<file path="config.mk">
export PLATFORM = sky130hd
export DESIGN_NAME = key_repeat_pulse
export DESIGN_NICKNAME = d
export VERILOG_FILES = /design/src/rtl/key_repeat_pulse_pkg.sv /design/src/rtl/key_repeat_pulse_sync_2ff.sv /design/src/rtl/key_repeat_pulse.sv
export SDC_FILE = /design/constraint.sdc
export NUM_CORES = 1
export LEC_CHECK = 0
export CORE_ASPECT_RATIO = 1.1
export CORE_MARGIN = 2
export CORE_UTILIZATION = 60
export DETAILED_ROUTE_END_ITERATION = 16
export PLACE_DENSITY = 0.81
export SLEW_MARGIN = 20
export SYNTH_ARGS = -nofsm -noshare
export SYNTH_HDL_FRONTEND = slang
export SYNTH_SLANG_ARGS = --single-unit
</file>
<file path="constraint.sdc">
create_clock -name i_clock -period 5.7 [get_ports i_clock]
set_input_delay 1.14 -clock i_clock [delete_from_list [all_inputs] [get_ports i_clock]]
set_output_delay 1.14 -clock i_clock [all_outputs]
set_load 0.02 [all_outputs]
</file>
<file path="src/rtl/key_repeat_pulse_pkg.sv">
// key_repeat_pulse_pkg: FSM state encodings and default timing constants shared by the key-repeat logic and the set-mode path
package key_repeat_pulse_pkg;
  localparam logic [2:0] S_IDLE       = 3'd0;
  localparam logic [2:0] S_DB_PRESS   = 3'd1;
  localparam logic [2:0] S_HOLD       = 3'd2;
  localparam logic [2:0] S_REPEAT     = 3'd3;
  localparam logic [2:0] S_DB_RELEASE = 3'd4;
  localparam int DEF_DEBOUNCE_CYCLES = 4;
  localparam int DEF_HOLD_CYCLES     = 16;
  localparam int DEF_REPEAT_CYCLES   = 4;
  localparam int DEF_CNT_WIDTH       = 8;
endpackage

</file>
<file path="src/rtl/key_repeat_pulse_sync_2ff.sv">
// sync_2ff: 1-bit two-flop synchronizer; i_clock, i_reset (sync active-high), i_d async in, o_q synchronized out
module sync_2ff (
  input  logic i_clock,
  input  logic i_reset,
  input  logic i_d,
  output logic o_q
);
  logic r_meta;
  logic r_q;
  always_ff @(posedge i_clock)
    if (i_reset) {r_q, r_meta} <= 2'b00;
    else {r_q, r_meta} <= {r_meta, i_d};
  assign o_q = r_q;
endmodule

</file>
<file path="src/rtl/key_repeat_pulse.sv">
// key_repeat_pulse: debounced press/hold/auto-repeat strobe; i_clock, i_reset, i_key (raw async), i_repeat_en -> o_pulse (1-cycle strobe), o_pressed (debounced level)
module key_repeat_pulse
  import key_repeat_pulse_pkg::*;
#(
  parameter int DEBOUNCE_CYCLES = DEF_DEBOUNCE_CYCLES,
  parameter int HOLD_CYCLES     = DEF_HOLD_CYCLES,
  parameter int REPEAT_CYCLES   = DEF_REPEAT_CYCLES,
  parameter int CNT_WIDTH       = DEF_CNT_WIDTH
) (
  input  logic i_clock,
  input  logic i_reset,
  input  logic i_key,
  input  logic i_repeat_en,
  output logic o_pulse,
  output logic o_pressed
);
  localparam logic [CNT_WIDTH-1:0] DB_LAST   = CNT_WIDTH'(DEBOUNCE_CYCLES - 1);
  localparam logic [CNT_WIDTH-1:0] HOLD_LAST = CNT_WIDTH'(HOLD_CYCLES - 1);
  localparam logic [CNT_WIDTH-1:0] REP_LAST  = CNT_WIDTH'(REPEAT_CYCLES - 1);
  logic                 w_key_s;
  logic [2:0]           r_state;
  logic [CNT_WIDTH-1:0] r_cnt;
  logic                 r_pulse;
  logic                 r_pressed;
  logic [CNT_WIDTH-1:0] w_cnt_inc;
  sync_2ff u_sync (
    .i_clock(i_clock),
    .i_reset(i_reset),
    .i_d    (i_key),
    .o_q    (w_key_s)
  );
  assign w_cnt_inc = r_cnt + CNT_WIDTH'(1);
  always_ff @(posedge i_clock) begin
    if (i_reset) begin
      r_state   <= S_IDLE;
      r_cnt     <= '0;
      r_pulse   <= 1'b0;
      r_pressed <= 1'b0;
    end else begin
      r_pulse <= 1'b0;
      case (r_state)
        S_IDLE: begin
          r_pressed <= 1'b0;
          r_cnt     <= '0;
          if (w_key_s) r_state <= S_DB_PRESS;
        end
        S_DB_PRESS:
          if (!w_key_s) begin
            r_state <= S_IDLE;
            r_cnt   <= '0;
          end else if (r_cnt == DB_LAST) begin
            r_state   <= S_HOLD;
            r_cnt     <= '0;
            r_pulse   <= 1'b1;
            r_pressed <= 1'b1;
          end else r_cnt <= w_cnt_inc;
        S_HOLD:
          if (!w_key_s) begin
            r_state <= S_DB_RELEASE;
            r_cnt   <= '0;
          end else if (r_cnt == HOLD_LAST) begin
            // with repeat disabled the count parks here until enabled or released
            if (i_repeat_en) begin
              r_state <= S_REPEAT;
              r_cnt   <= '0;
              r_pulse <= 1'b1;
            end
          end else r_cnt <= w_cnt_inc;
        S_REPEAT:
          if (!w_key_s) begin
            r_state <= S_DB_RELEASE;
            r_cnt   <= '0;
          end else if (!i_repeat_en) begin
            r_state <= S_HOLD;
            r_cnt   <= HOLD_LAST;
          end else if (r_cnt == REP_LAST) begin
            r_cnt   <= '0;
            r_pulse <= 1'b1;
          end else r_cnt <= w_cnt_inc;
        S_DB_RELEASE:
          if (w_key_s) begin
            // release bounce: still held, restart the hold delay without a new pulse
            r_state <= S_HOLD;
            r_cnt   <= '0;
          end else if (r_cnt == DB_LAST) begin
            r_state   <= S_IDLE;
            r_cnt     <= '0;
            r_pressed <= 1'b0;
          end else r_cnt <= w_cnt_inc;
        default: begin
          r_state   <= S_IDLE;
          r_cnt     <= '0;
          r_pressed <= 1'b0;
        end
      endcase
    end
  end
  assign o_pulse   = r_pulse;
  assign o_pressed = r_pressed;
endmodule

</file>
==> impl_results.md <==
* Outcome: finished, final reports clean
* Pin count of the biggest net entering global routing at 19
* Max Used Layer: met3
* WL met3 at 62 um
* Max clock buf depth at 2
* First drt pass iteration count at 4
* XOR/XNOR Fraction of Synth Area at 4.74%
* Post-CTS Resized at 0
* Worst slew pin tran at 612 ps
* Core area at 0.00140 mm^2
* Share of flip-flops with an asynchronous set or reset at 0%
* DR WL met2 at 994 um
* Synth top area share at 32.5%
* Vias at 839
* CP cell instances: clkdlybuf4s50_1, or4bb_1, a31oi_1, nor3_1, mux2i_1
* Global-route wire length before repair at 3330 um
* Seq/Total Area, Yosys at 32.5%
* Primary FF master, synth: dfxtp_1
* Area leader, netlist: dfxtp_1
* DRC viols at 0
* Hold Crit Class: register to register
* GRT Residual Overflow at 0
* Count leader, synth: dfxtp_1
* Final min period at 2460 ps
* CTS Buf Count at 3
* F_max at 0.406 GHz
* Critical-path top delay cell: clkdlybuf4s50_1
* DR vias/cell at 6.66
* DP HPWL at 1370 um
* Worst vdd ir at 0.112 mV
* Critical Path Max Stage Delay at 580 ps
* Initial drt markers at 27
* H-tree Lvls at 1
* Final Cycle Share at 43.2%
* Post-Route WL at 1890 um
* Hold Fails Final Rpt at 0
* Power Internal at 0.136 mW
* Tot Pwr at 0.176 mW
* Clk pwr share at 34.0%
* Average routed wire per standard cell at 15.0 um
* Buffers on Ports at 5
* Placed insts at 122
* Number of routed nets with antenna violations at 0
* Non-Filler Instances at 126
* Clk_lat worst skew at 280 ps
* Mapped Cells at 109
* Post-synth cell types at 40
* Critical Path RT at 5860 ps
* Adder-cell share of the synthesized area at 1.36%
* EDFF count, synth at 0
* CTS sink count at 15
* Post-Syn Area at 923 um^2
* Number of I/O pins at 6
* Vias in the first global route at 786
* Nets@finish at 116
* Worst setup EP type: register
* Relative slew slack at 59.1%
* Largest family of logic cells by synthesized area: simple AND/OR/NAND/NOR gates
* Die Width at 41.4 um
* RSZ-0062 raised after global routing: false
* Commonest cells post-synth: dfxtp_1 (15), a21oi_1 (9), clkbuf_1 (7)
* Starting Density at 65.9%
* Post-synth net total at 114
* GRT Util Overall at 22.6%
* Static leakage at 0.327 nW
* Layout cells sized above 1 at 9.09%
* Area Growth Syn to Fin at 7.18%
* Ant diodes at 0
* Worst Setup Start Kind: primary input
* Clock skew at 6.83 ps
* Gpl congestion at 0.898
* Die extent in y at 45.1 um
* Sequential Power Share at 61.0%
* Post-Route M1 WL at 830 um
* Root Driver: clkbuf_4
* Post-synthesis simple-gate area fraction at 34.3%
* Pins Over Slew Limit at 0
* Num rows at 14
* Reg clk slew, reported paths at 90 ps
* Mean post-synth cell area at 8.47 um^2
* Worst Path Arrival at 2630 ps
* PD cells at 177 mW/mm^2
* Combinational power share at 5.0%
* Top cells by area, synth: dfxtp_1 (33%), a21oi_1 (4.9%), nor2b_1 (3.4%)
* TritonCTS clock tree: built
* Mux cell area share after synthesis at 2.30%
* Final setup viols at 0
* Switch Pwr at 0.0397 mW
* #FFs+latches synth at 15
* CP Max Fanout at 10
* Sum Neg Setup Slack at 0 ps
* Switching Share at 22.6%
* Compound-Gate Fraction of Synth Area at 21.4%
* Max-cap violation count at 0
* Ys Warns at 0
* Crit path kind: primary input to register
* Fill count at 114
* Initial antenna violation count at 0
* Die ar. at 0.00187 mm^2
* Post-CTS Setup Inserts at 0
* Post-cts hold buffer count at 0
power groups by stage:
stage	clock network (mW)	registers, mW	logic (mW)
global placement	0	0.110	0.00837
global route	0.0653	0.107	0.00965
finish	0.0597	0.107	0.00879
detailed placement	0	0.110	0.00878
CTS	0.0617	0.107	0.00878
floorplan	0	0.108	0.00634
critical path, delay by kind of cell:
kind                   cells  cell delay [ps]
muxes                      1              130
buffers and inverters      1              580
AOI/OAI and AO/OA          1              170
and+or+nand+nor            2              600
cell usage in the layout (no fill, tap or decap), drive strengths merged, types with 2 or more instances in the layout:
cell type	synthesis	final
o31ai	3	3
clkdlybuf4s50	0	5
nor2	6	6
a21o	2	2
nor4b	2	2
or4bb	2	2
a21oi	9	9
a211o	2	2
nor3	6	6
nand2	5	5
nand3	4	4
nor2b	5	5
nand2b	3	3
dfxtp	15	15
nor3b	2	2
o21ai	6	6
a31oi	3	3
clkbuf	7	3
xnor2	3	3
and3	2	2
xor2	2	2
or4	2	2
or3	2	2
registers in the layout, summed over array words and instances, names as in the netlist:
register and flops:
r_cnt 8, r_state 3, o_pressed 1, o_pulse 1
u_sync.o_q 1, u_sync.r_meta 1
layer usage:
metal	up-vias	global-route usage (%)
met5	-	0
met4	0	5.81
met3	0	2.40
met2	22	42.2
met1	402	27.9
li1	415	-
kinds of logic (layout without fill, tap and decap cells):
family	after synthesis	count (layout)
xor+xnor	5	5
compound gates	30	30
fa+ha+maj	1	1
flops	15	15
simple gates	48	48
mux	2	2
buf+inv	8	9
path summary, 6_finish.rpt:
kind	start	cells after the start	slack (ps)	end
worst min register to register	u_sync.r_meta	1	460	u_sync.o_q
worst max register to register	r_cnt[0]	5	3540	r_state[0]
worst min-delay path	u_sync.r_meta	1	460	u_sync.o_q
worst max-delay path	i_repeat_en	5	3240	r_state[1]
stage by stage:
stage                     utilization, %  hold WS [ps]  worst slack, ps  area (um^2)
after global placement              68.7           417             3000          962
final                               70.6           458             3240          990
after detailed placement            68.7           435             2950          962
after global routing                70.6           476             3170          990
after CTS                           70.6           458             3260          990
after floorplan                        -           414             3450          923
final cells by class:
type                            instances  area (um^2)  share of cell area, %
Clock buffer                            3         22.5                   2.28
Clock inverter                          1         5.00                  0.506
Multi-Input combinational cell         86          592                   59.8
Sequential cell                        15          300                   30.3
Tap cell                               16         20.0                   2.02
Timing Repair Buffer                    5         50.0                   5.06
(Power assumes the default switching activity.)
